===== config.mk =====
export PLATFORM = sky130hd
export DESIGN_NAME = rx_unpack
export DESIGN_NICKNAME = d
export VERILOG_FILES = /design/src/rtl/rx_unpack.sv
export SDC_FILE = /design/constraint.sdc
export NUM_CORES = 1
export LEC_CHECK = 0
export BUFFER_PORTS_ARGS = -buffer_cell sky130_fd_sc_hd__buf_2
export CORE_MARGIN = 2
export CORE_UTILIZATION = 25
export DETAILED_ROUTE_END_ITERATION = 6
export SLEW_MARGIN = 25
export SYNTH_ARGS = -nofsm -noshare
export SYNTH_HDL_FRONTEND = slang
export SYNTH_SLANG_ARGS = --single-unit

===== constraint.sdc =====
create_clock -name clk -period 5.8 [get_ports clk]
set_input_delay 1.16 -clock clk [delete_from_list [all_inputs] [get_ports clk]]
set_output_delay 1.16 -clock clk [all_outputs]
set_load 0.02 [all_outputs]

===== src/rtl/rx_unpack.sv =====
`default_nettype none
// ============================================================================
//  Module   : rx_unpack
//  Purpose  : Parses Ethernet/IPv4/UDP frames arriving as 16-bit big-endian
//             words. It filters on local MAC, IP and UDP port, verifies the
//             IPv4 header checksum and forwards only the UDP payload. The
//             payload leaves with one cycle of latency and with backpressure.
//  Ports    : clk, rst                      - clock, sync active-high reset
//             cfg_mac_l/cfg_ip/cfg_port     - local addressing
//             din*, din_rdy                 - frame word input stream
//             dout*, dout_rdy               - payload word output stream
//             pkt_sip, pkt_sport            - source of current packet
//             good_cnt, drop_cnt            - delivered / discarded frames
//  Revision : 1.0 - initial release
// ============================================================================
module rx_unpack #(
    parameter int BCAST_EN = 1
) (
    input  logic        clk,
    input  logic        rst,
    input  logic [47:0] cfg_mac_l,
    input  logic [31:0] cfg_ip,
    input  logic [15:0] cfg_port,
    input  logic [15:0] din,
    input  logic        din_sop,
    input  logic        din_eop,
    input  logic        din_vld,
    input  logic        din_mty,
    output logic        din_rdy,
    output logic [15:0] dout,
    output logic        dout_sop,
    output logic        dout_eop,
    output logic        dout_vld,
    output logic        dout_mty,
    output logic        dout_err,
    input  logic        dout_rdy,
    output logic [31:0] pkt_sip,
    output logic [15:0] pkt_sport,
    output logic [15:0] good_cnt,
    output logic [15:0] drop_cnt
);

    localparam logic [2:0] c_st_idle    = 3'd0;
    localparam logic [2:0] c_st_hdr     = 3'd1;
    localparam logic [2:0] c_st_payload = 3'd2;
    localparam logic [2:0] c_st_pad     = 3'd3;
    localparam logic [2:0] c_st_drop    = 3'd4;
    localparam logic [4:0] c_last_hdr   = 5'd20;

    logic [2:0]  r_state;
    logic [4:0]  r_cnt;
    logic [15:0] r_rem;
    logic        r_first;
    logic        r_uc;
    logic        r_bc;
    logic [15:0] r_csum;
    logic [31:0] r_sip_tmp;
    logic [15:0] r_sport_tmp;
    logic [15:0] r_udp_len;

    logic        w_acc;
    logic [4:0]  w_idx;
    logic [15:0] w_mac_word;
    logic        w_uc_nxt;
    logic        w_bc_nxt;
    logic [15:0] w_csum_base;
    logic [16:0] w_csum_sum;
    logic [15:0] w_csum_nxt;
    logic        w_fail;
    logic        w_hdr_word;

    logic [2:0]  w_state_nxt;
    logic [4:0]  w_cnt_nxt;
    logic [15:0] w_rem_nxt;
    logic        w_first_nxt;
    logic        w_start;
    logic        w_latch_pkt;
    logic        w_ovld;
    logic        w_osop;
    logic        w_oeop;
    logic        w_omty;
    logic        w_oerr;
    logic [15:0] w_odata;
    logic        w_good_inc;
    logic        w_drop_abort;
    logic        w_drop_start;

    // Only the payload phase is coupled to the downstream; every other phase
    // swallows words freely.
    assign din_rdy = (r_state != c_st_payload) || dout_rdy;
    assign w_acc   = din_vld && din_rdy;

    // A word carrying din_sop is always treated as header word 0.
    assign w_idx = din_sop ? 5'd0 : r_cnt;

    always_comb begin
        case (w_idx)
            5'd0:    w_mac_word = cfg_mac_l[47:32];
            5'd1:    w_mac_word = cfg_mac_l[31:16];
            default: w_mac_word = cfg_mac_l[15:0];
        endcase
    end

    // Unicast and broadcast matches are tracked separately across the three
    // destination words; the frame fails only when neither survives.
    assign w_uc_nxt = ((w_idx == 5'd0) || r_uc) && (din == w_mac_word);
    assign w_bc_nxt = (BCAST_EN != 0) && ((w_idx == 5'd0) || r_bc) && (din == 16'hFFFF);

    // Running ones-complement sum over the IPv4 header, restarted at word 7.
    assign w_csum_base = (w_idx == 5'd7) ? 16'h0000 : r_csum;
    assign w_csum_sum  = {1'b0, w_csum_base} + {1'b0, din};
    assign w_csum_nxt  = w_csum_sum[15:0] + {15'd0, w_csum_sum[16]};

    always_comb begin
        w_fail = 1'b0;
        case (w_idx)
            5'd0, 5'd1, 5'd2: w_fail = !(w_uc_nxt || w_bc_nxt);
            5'd6:    w_fail = (din != 16'h0800);
            5'd7:    w_fail = (din[15:8] != 8'h45);
            5'd10:   w_fail = din[13] || (din[12:0] != 13'd0);
            5'd11:   w_fail = (din[7:0] != 8'h11);
            5'd15:   w_fail = (din != cfg_ip[31:16]);
            5'd16:   w_fail = (din != cfg_ip[15:0]) || (w_csum_nxt != 16'hFFFF);
            5'd18:   w_fail = (din != cfg_port);
            5'd19:   w_fail = (din < 16'd9);
            default: w_fail = 1'b0;
        endcase
    end

    always_comb begin
        w_state_nxt  = r_state;
        w_cnt_nxt    = r_cnt;
        w_rem_nxt    = r_rem;
        w_first_nxt  = r_first;
        w_start      = 1'b0;
        w_latch_pkt  = 1'b0;
        w_ovld       = 1'b0;
        w_osop       = 1'b0;
        w_oeop       = 1'b0;
        w_omty       = 1'b0;
        w_oerr       = 1'b0;
        w_odata      = din;
        w_good_inc   = 1'b0;
        w_drop_abort = 1'b0;
        w_drop_start = 1'b0;
        if (w_acc) begin
            case (r_state)
                c_st_idle: begin
                    w_start = din_sop;
                end
                c_st_hdr: begin
                    if (din_sop) begin
                        w_drop_abort = 1'b1;
                        w_start      = 1'b1;
                    end else if (din_eop) begin
                        w_drop_abort = 1'b1;
                        w_state_nxt  = c_st_idle;
                        w_cnt_nxt    = 5'd0;
                    end else if (w_fail) begin
                        w_state_nxt = c_st_drop;
                        w_cnt_nxt   = 5'd0;
                    end else if (r_cnt == c_last_hdr) begin
                        w_state_nxt = c_st_payload;
                        w_cnt_nxt   = 5'd0;
                        w_rem_nxt   = r_udp_len - 16'd8;
                        w_first_nxt = 1'b1;
                        w_latch_pkt = 1'b1;
                    end else begin
                        w_cnt_nxt = r_cnt + 5'd1;
                    end
                end
                c_st_payload: begin
                    w_ovld = 1'b1;
                    if (din_sop) begin
                        // Close the interrupted packet with an error marker.
                        w_odata      = 16'h0000;
                        w_oeop       = 1'b1;
                        w_oerr       = 1'b1;
                        w_drop_abort = 1'b1;
                        w_start      = 1'b1;
                    end else begin
                        w_osop      = r_first;
                        w_first_nxt = 1'b0;
                        if (r_rem <= 16'd2) begin
                            w_oeop      = 1'b1;
                            w_omty      = (r_rem == 16'd1);
                            w_good_inc  = 1'b1;
                            w_state_nxt = din_eop ? c_st_idle : c_st_pad;
                        end else if (din_eop) begin
                            w_oeop       = 1'b1;
                            w_oerr       = 1'b1;
                            w_omty       = din_mty;
                            w_drop_abort = 1'b1;
                            w_state_nxt  = c_st_idle;
                        end else begin
                            w_rem_nxt = r_rem - 16'd2;
                        end
                    end
                end
                c_st_pad: begin
                    if (din_sop) begin
                        w_start = 1'b1;
                    end else if (din_eop) begin
                        w_state_nxt = c_st_idle;
                    end
                end
                c_st_drop: begin
                    if (din_sop) begin
                        w_drop_abort = 1'b1;
                        w_start      = 1'b1;
                    end else if (din_eop) begin
                        w_drop_abort = 1'b1;
                        w_state_nxt  = c_st_idle;
                    end
                end
                default: begin
                    w_state_nxt = c_st_idle;
                    w_cnt_nxt   = 5'd0;
                end
            endcase

            // New frame begins with this word as header word 0.
            if (w_start) begin
                w_first_nxt = 1'b0;
                if (din_eop) begin
                    w_drop_start = 1'b1;
                    w_state_nxt  = c_st_idle;
                    w_cnt_nxt    = 5'd0;
                end else if (w_fail) begin
                    w_state_nxt = c_st_drop;
                    w_cnt_nxt   = 5'd0;
                end else begin
                    w_state_nxt = c_st_hdr;
                    w_cnt_nxt   = 5'd1;
                end
            end
        end
    end

    assign w_hdr_word = w_start || (w_acc && (r_state == c_st_hdr));

    always_ff @(posedge clk) begin
        if (rst) begin
            r_state     <= c_st_idle;
            r_cnt       <= 5'd0;
            r_rem       <= 16'd0;
            r_first     <= 1'b0;
            r_uc        <= 1'b0;
            r_bc        <= 1'b0;
            r_csum      <= 16'd0;
            r_sip_tmp   <= 32'd0;
            r_sport_tmp <= 16'd0;
            r_udp_len   <= 16'd0;
            dout        <= 16'd0;
            dout_sop    <= 1'b0;
            dout_eop    <= 1'b0;
            dout_vld    <= 1'b0;
            dout_mty    <= 1'b0;
            dout_err    <= 1'b0;
            pkt_sip     <= 32'd0;
            pkt_sport   <= 16'd0;
            good_cnt    <= 16'd0;
            drop_cnt    <= 16'd0;
        end else begin
            r_state <= w_state_nxt;
            r_cnt   <= w_cnt_nxt;
            r_rem   <= w_rem_nxt;
            r_first <= w_first_nxt;
            if (w_hdr_word) begin
                r_uc   <= w_uc_nxt;
                r_bc   <= w_bc_nxt;
                r_csum <= w_csum_nxt;
                case (w_idx)
                    5'd13:   r_sip_tmp[31:16] <= din;
                    5'd14:   r_sip_tmp[15:0]  <= din;
                    5'd17:   r_sport_tmp      <= din;
                    5'd19:   r_udp_len        <= din;
                    default: ;
                endcase
            end
            // Source fields are staged and only published once the header has
            // fully passed, so they stay put for the whole payload.
            if (w_latch_pkt) begin
                pkt_sip   <= r_sip_tmp;
                pkt_sport <= r_sport_tmp;
            end
            dout_vld <= w_ovld;
            dout_sop <= w_osop;
            dout_eop <= w_oeop;
            dout_mty <= w_omty;
            dout_err <= w_oerr;
            if (w_ovld) begin
                dout <= w_odata;
            end
            good_cnt <= good_cnt + {15'd0, w_good_inc};
            drop_cnt <= drop_cnt + {15'd0, w_drop_abort} + {15'd0, w_drop_start};
        end
    end

endmodule
`default_nettype wire


Word level (Yosys, flattened, before mapping)
Cells that the tools add are included.
W data, S select, Z words.
{"block": "totals", "regBits": 208, "output_inout_bits": 102, "elab_cells": 181}
{"block": "classes", "n_addsub": 8, "magnitude_cmp": 2, "n_eq_ne": 45, "n_mux": 71, "bitwise": 2, "reduce_logical": 32}
{"op": "$mux W16", "count": 11}
{"op": "$add A16 B1 Y16", "count": 4}
{"op": "$pmux W16 S2", "count": 2}
{"op": "$ne A16 B16 Y1", "count": 3}
{"op": "$mux W1", "count": 34}
{"op": "$mux W3", "count": 11}
{"op": "$mux W5", "count": 6}
{"op": "$eq A5 B4 Y1 const B", "count": 5}
{"op": "$eq A5 B5 Y1 const B", "count": 5}
{"op": "$ne A3 B2 Y1 const B", "count": 6}
{"op": "$add A16 B16 Y17", "count": 1}
{"op": "$eq A16 B1 Y1 const B", "count": 1}
{"op": "$eq A16 B16 Y1", "count": 1}
{"op": "$eq A16 B16 Y1 const B", "count": 1}
{"op": "$le A16 B2 Y1 const B", "count": 1}
{"op": "$lt A16 B4 Y1 const B", "count": 1}
{"op": "$ne A16 B12 Y1 const B", "count": 1}
{"op": "$ne A16 B16 Y1 const B", "count": 1}
{"op": "$ne A2 B2 Y1 const B", "count": 8}
{"op": "$sub A16 B2 Y16 const B", "count": 1}
{"op": "$sub A16 B4 Y16 const B", "count": 1}
{"op": "$reduce_bool A13 Y1", "count": 1}
{"op": "$pmux W3 S4", "count": 1}
{"op": "$reduce_or A4 Y1", "count": 3}
{"op": "31 further kinds", "count": 50}

Logic depth before layout (Yosys ltp)
{"block": "depth", "word_depth": 13, "mapped_depth": 28, "ltp_nobuf": 25}

Least setup slack after synthesis
Ideal clock, no wire load.
{"block": "synth_path", "kind": "input port to flip-flop", "from": "in din_sop", "to": "reg r_state[2]", "arrival_time_ps": 6140, "required_ps": 5683, "slack_ps": -457, "stages": 27, "n_path_buf": 3, "cell_sequence": "clkbuf_1 > clkbuf_1 > nor2_1 > nand3_1 > clkbuf_1 > and2_1 > fa_1 > a211oi_1 > o211ai_1 > a31o_2 > a21oi_1 > nor2_1 > o21ai_0 > a21oi_1 > o21ai_0 > nand2b_1 > ha_1 > ha_1 > xnor2_1 > nor4_1 > nand3_1 > nor4_1 > nand4b_1 > nor4_1 > a31o_2 > o211ai_1 > a32o_1"}
{"block": "synth_via", "elab_chain_len": 13}
{"element": "start, declared", "line": "25", "rtl": "input logic din_sop,"}
{"element": "$mux W5", "line": "94", "rtl": "assign w_idx = din_sop ? 5'd0 : r_cnt;"}
{"element": "$eq A5 B3 Y1 (tied with other cells)", "line": "110, 116"}
{"element": "$mux W16 or $pmux W16 S2 (tied branches)", "line": "110, 97"}
{"element": "$add A16 B16 Y17 or $eq A16 B16 Y1 (tied branches)", "line": "111, 106"}
{"element": "$add A16 B1 Y16 or $logic_and A1 B1 Y1 (tied branches)", "line": "112, 106"}
{"element": "$ne A16 B16 Y1 or $logic_or A1 B1 Y1 (tied branches)", "line": "123, 117"}
{"element": "$logic_or A1 B1 Y1 or $logic_not A1 Y1 (tied branches)", "line": "123, 117"}
{"element": "$pmux W1 S9", "line": "116", "rtl": "case (w_idx)"}
{"element": "$mux W3", "line": "159", "rtl": "end else if (w_fail) begin"}
{"element": "$mux W3", "line": "155", "rtl": "end else if (din_eop) begin"}
{"element": "$mux W3", "line": "152", "rtl": "if (din_sop) begin"}
{"element": "$pmux W3 S4", "line": "147", "rtl": "case (r_state)"}
{"element": "$mux W3", "line": "223", "rtl": "if (w_start) begin"}
{"element": "end signal, assigned", "line": "244", "rtl": "r_state <= c_st_idle;"}
{"element": "end signal, assigned", "line": "265", "rtl": "r_state <= w_state_nxt;"}
{"element": "end, declared", "line": "50", "rtl": "logic [2:0] r_state;"}
Several ways; a longest one is shown, not always the timed one. The select of a mux whose other input is x is not followed.
A chain may end at the register's enable or synchronous reset.

Worst setup path after layout
Same ends and word-level chain as after synthesis.

==> metrics.md <==
| Metric | Value |
|---|---|
| Synth area leaders | dfxtp_1, nand2_1, a21oi_1, xor2_1, nor2_1 |
| CP max-delay cell | fa_2 |
| Largest area contributor in the netlist | dfxtp_1 |
| Syn Area/Cell | between 7 and 8 um2 |
| Design area | about 14000 um2 |
| Layout cells sized above 1 | 20.8% |
| Area share of the largest cell type after synthesis | 37.0% |
| Rows | 77 |
| Post-detailed-route count of antenna-violating nets | 0 |
| Final Power | 3.44 mW |
| CTS buffer count | 23 |
| Die H | about 220 um |
| DRC Markers | 0 |
| Crit-path max FO | 8 |
| YS warnings | 0 |
| Worst path required time | roughly 6.2 ns |
| Synth Register Bits | 208 |
| EDFF count, synth | 0 |
| Dominant synthesized flop cell | dfxtp_1 |
| Crit path arrival time | 6.01 ns |
| Cell area power density | 244 nW/um2 |
| Placeable Area | 44300 um2 |
| Slew margin rel. | between 20% and 30% |
| Initial antenna violation count | 9 |
| Most frequent cell after synthesis | nand2_1 |
| Total GRT Usage | 17.0% |
| Slowest stage delay, CP | 0.42 ns |
| Clk Latency, worst-skew pair | 0.52 ns |
| Cell Count, Final, Fillers Out | around 2300 |
| Hpwl dp | about 30000 um |
| Clk pin slew, worst setup/hold paths | roughly 0.060 ns |
| Avg WL per Cell | around 18 um |
| NumNets Final | 1837 |
| CP top delay family | compound AO/OA/AOI/OAI gates |
| Cells after DPL | 2255 |
| Vias per cell | 5.11 |
| First-pass GRT wire length | 62900 um |
| Die area | around 47000 um2 |
| Routed via count | around 12000 |
| Post-layout min period | 5.61 ns |
| Commonest cells in the netlist | nand2_1, dfxtp_1, a21oi_1 |
| Largest net degree at the start of global routing | 96 |
| Setup Skew | 0.0132 ns |
| Post-Place Cell Area | about 13000 um2 |
| Clock Path Buffers | 3 |
| Buffers on Ports | 220 |
| Reg2Reg Depth | 25 |
| Final hold vios | 0 |
| Initial DRC Count | around 1100 |
| Seq/Total Area, Yosys | 37.0% |
| FMAX | approximately 180 MHz |
| Max cap viols | 0 |
| Min-Delay Path Depth | 2 |
| Pin slew with the least headroom to its limit | 1.06 ns |
| Boundary Pins | 221 |
| Pins Over Slew Limit | 0 |
| Gr ovfl total | 0 |
| Vias in the first global route | roughly 11000 |
| R2R Setup Slk | 0.44 ns |
| Area grow syn2layout | 25.4% |
| Worst setup SP type | primary input |
| WP depth | 26 |
| Setup crit end kind | register |
| Initial Util | around 25% |
| Asr flop ratio synth | 0% |
| Filler instances | 4749 |
| Post-synth cell types | 68 |
| Crit path buf inv count | 1 |
| Final period utilization | 96.7% |
| DP Worst Slack | -0.528 ns |
| Final worst slack | between 0.15 and 0.2 ns |
| RePlAce Congestion | 0.917 |
| Outcome | complete, no violations |
| 1st-pass router iterations | 5 |
| Routed WL | 41600 um |
| Total clock sinks | 208 |
| CTS tree | done |
| Core Util, Final | a little under a third |
| Die X | 216 um |
| Root buffer cell | clkbuf_16 |
| Setup CP Type | in -> reg |
| Net count after synthesis | 1626 |
| Peak VDD IR | between 150 and 200 uV |
| Cell Area, Synth | 11200 um2 |
| Hold WC Path Type | reg -> reg |
| Final Setup Violations | 0 |
| LEAKAGE | 5.62 nW |
| CTS H-Tree Depth | 1 |
| Cells after Synth | 1480 |
-- routing by layer --
layer / up-vias / share of wire [%] / global-route usage [%]
li1: 5641 / - / -
met1: 5522 / 44 / 23.1
met2: 507 / 44 / 27.0
met3: 79 / 8.3 / 3.00
met4: 4 / 3.2 / 6.00
met5: - / 0.065 / 0
-- logic make-up after synthesis --
family / synth area share [%]
AND/OR/NAND/NOR: 28.2
AO/OA/AOI/OAI: 19.8
flip-flops: 37.0
buffers and inverters: 4.79
XOR/XNOR: 6.86
adder cells (fa/ha/maj): 3.14
multiplexers: 0.178
-- where the power goes --
part	total (mW)	internal [mW]	switching [mW]
clock network	1.51	0.919	0.587
registers	1.45	1.44	0.0118
logic	0.481	0.193	0.288
total	3.44	2.55	0.887
-- cells in the final DEF (no fill, tap or decap), drive strengths merged, types with 35 or more instances in the layout --
cell type  synthesis  layout
buf               13     292
nand2            282     282
dfxtp            208     208
a21oi            168     168
nor2              96      96
nand3             68      68
xor2              48      48
o21ai             44      44
xnor2             40      40
nor3              38      38
and3              35      35
-- path summary, 6_finish.rpt --
| check | start | endpoint |
|---|---|---|
| hold reg to reg | pkt_sip[20] | pkt_sip[20] |
| setup reg to reg | r_cnt[2] | r_state[2] |
| setup / recovery | din_sop | r_state[2] |
| hold / removal | pkt_sip[20] | pkt_sip[20] |
-- through the flow --
stage / hold slack, ns / setup TNS [ns]
after detailed placement: 0.444 / -3.63
after global routing: 0.465 / -0.00628
after global placement: 0.439 / -2.61
after CTS: 0.439 / 0
final: 0.449 / 0
after floorplan: 0.432 / 0
-- repair_timing --
item | CTS | global route
resized for setup | 1 | 9
buffers inserted | 0 | 3
setup endpoints to repair | 1 | 8
hold buffers | 0 | 0
pin swaps | 0 | 13
hold endpoints to repair | 0 | 0
-- registers in the layout (all words and copies together) (netlist names), 3 cells and up --
| register | count |
|---|---|
| pkt_sip | 32 |
| r_sip_tmp | 32 |
| dout | 16 |
| drop_cnt | 16 |
| good_cnt | 16 |
| pkt_sport | 16 |
| r_csum | 16 |
| r_rem | 16 |
| r_sport_tmp | 16 |
| r_udp_len | 16 |
| r_cnt | 5 |
| r_state | 3 |
-- worst min-delay path, delay by kind of cell, from the launching register on --
family / cells / cell delay (ns)
flip-flops: 1 / 0.30
AND/OR/NAND/NOR: 1 / 0.05
AO/OA/AOI/OAI: 1 / 0.05
-- area by class of cell --
type,count,area [um2],area share [%]
Antenna cell,5,12.5,0.0888
Clock buffer,32,659,4.68
Clock inverter,6,109,0.772
Inverter,33,124,0.879
Multi-Input combinational cell,1133,6640,47.1
Sequential cell,208,4160,29.5
Tap cell,592,741,5.26
Timing Repair Buffer,292,1650,11.7
Power figures use the tool's default switching activity.
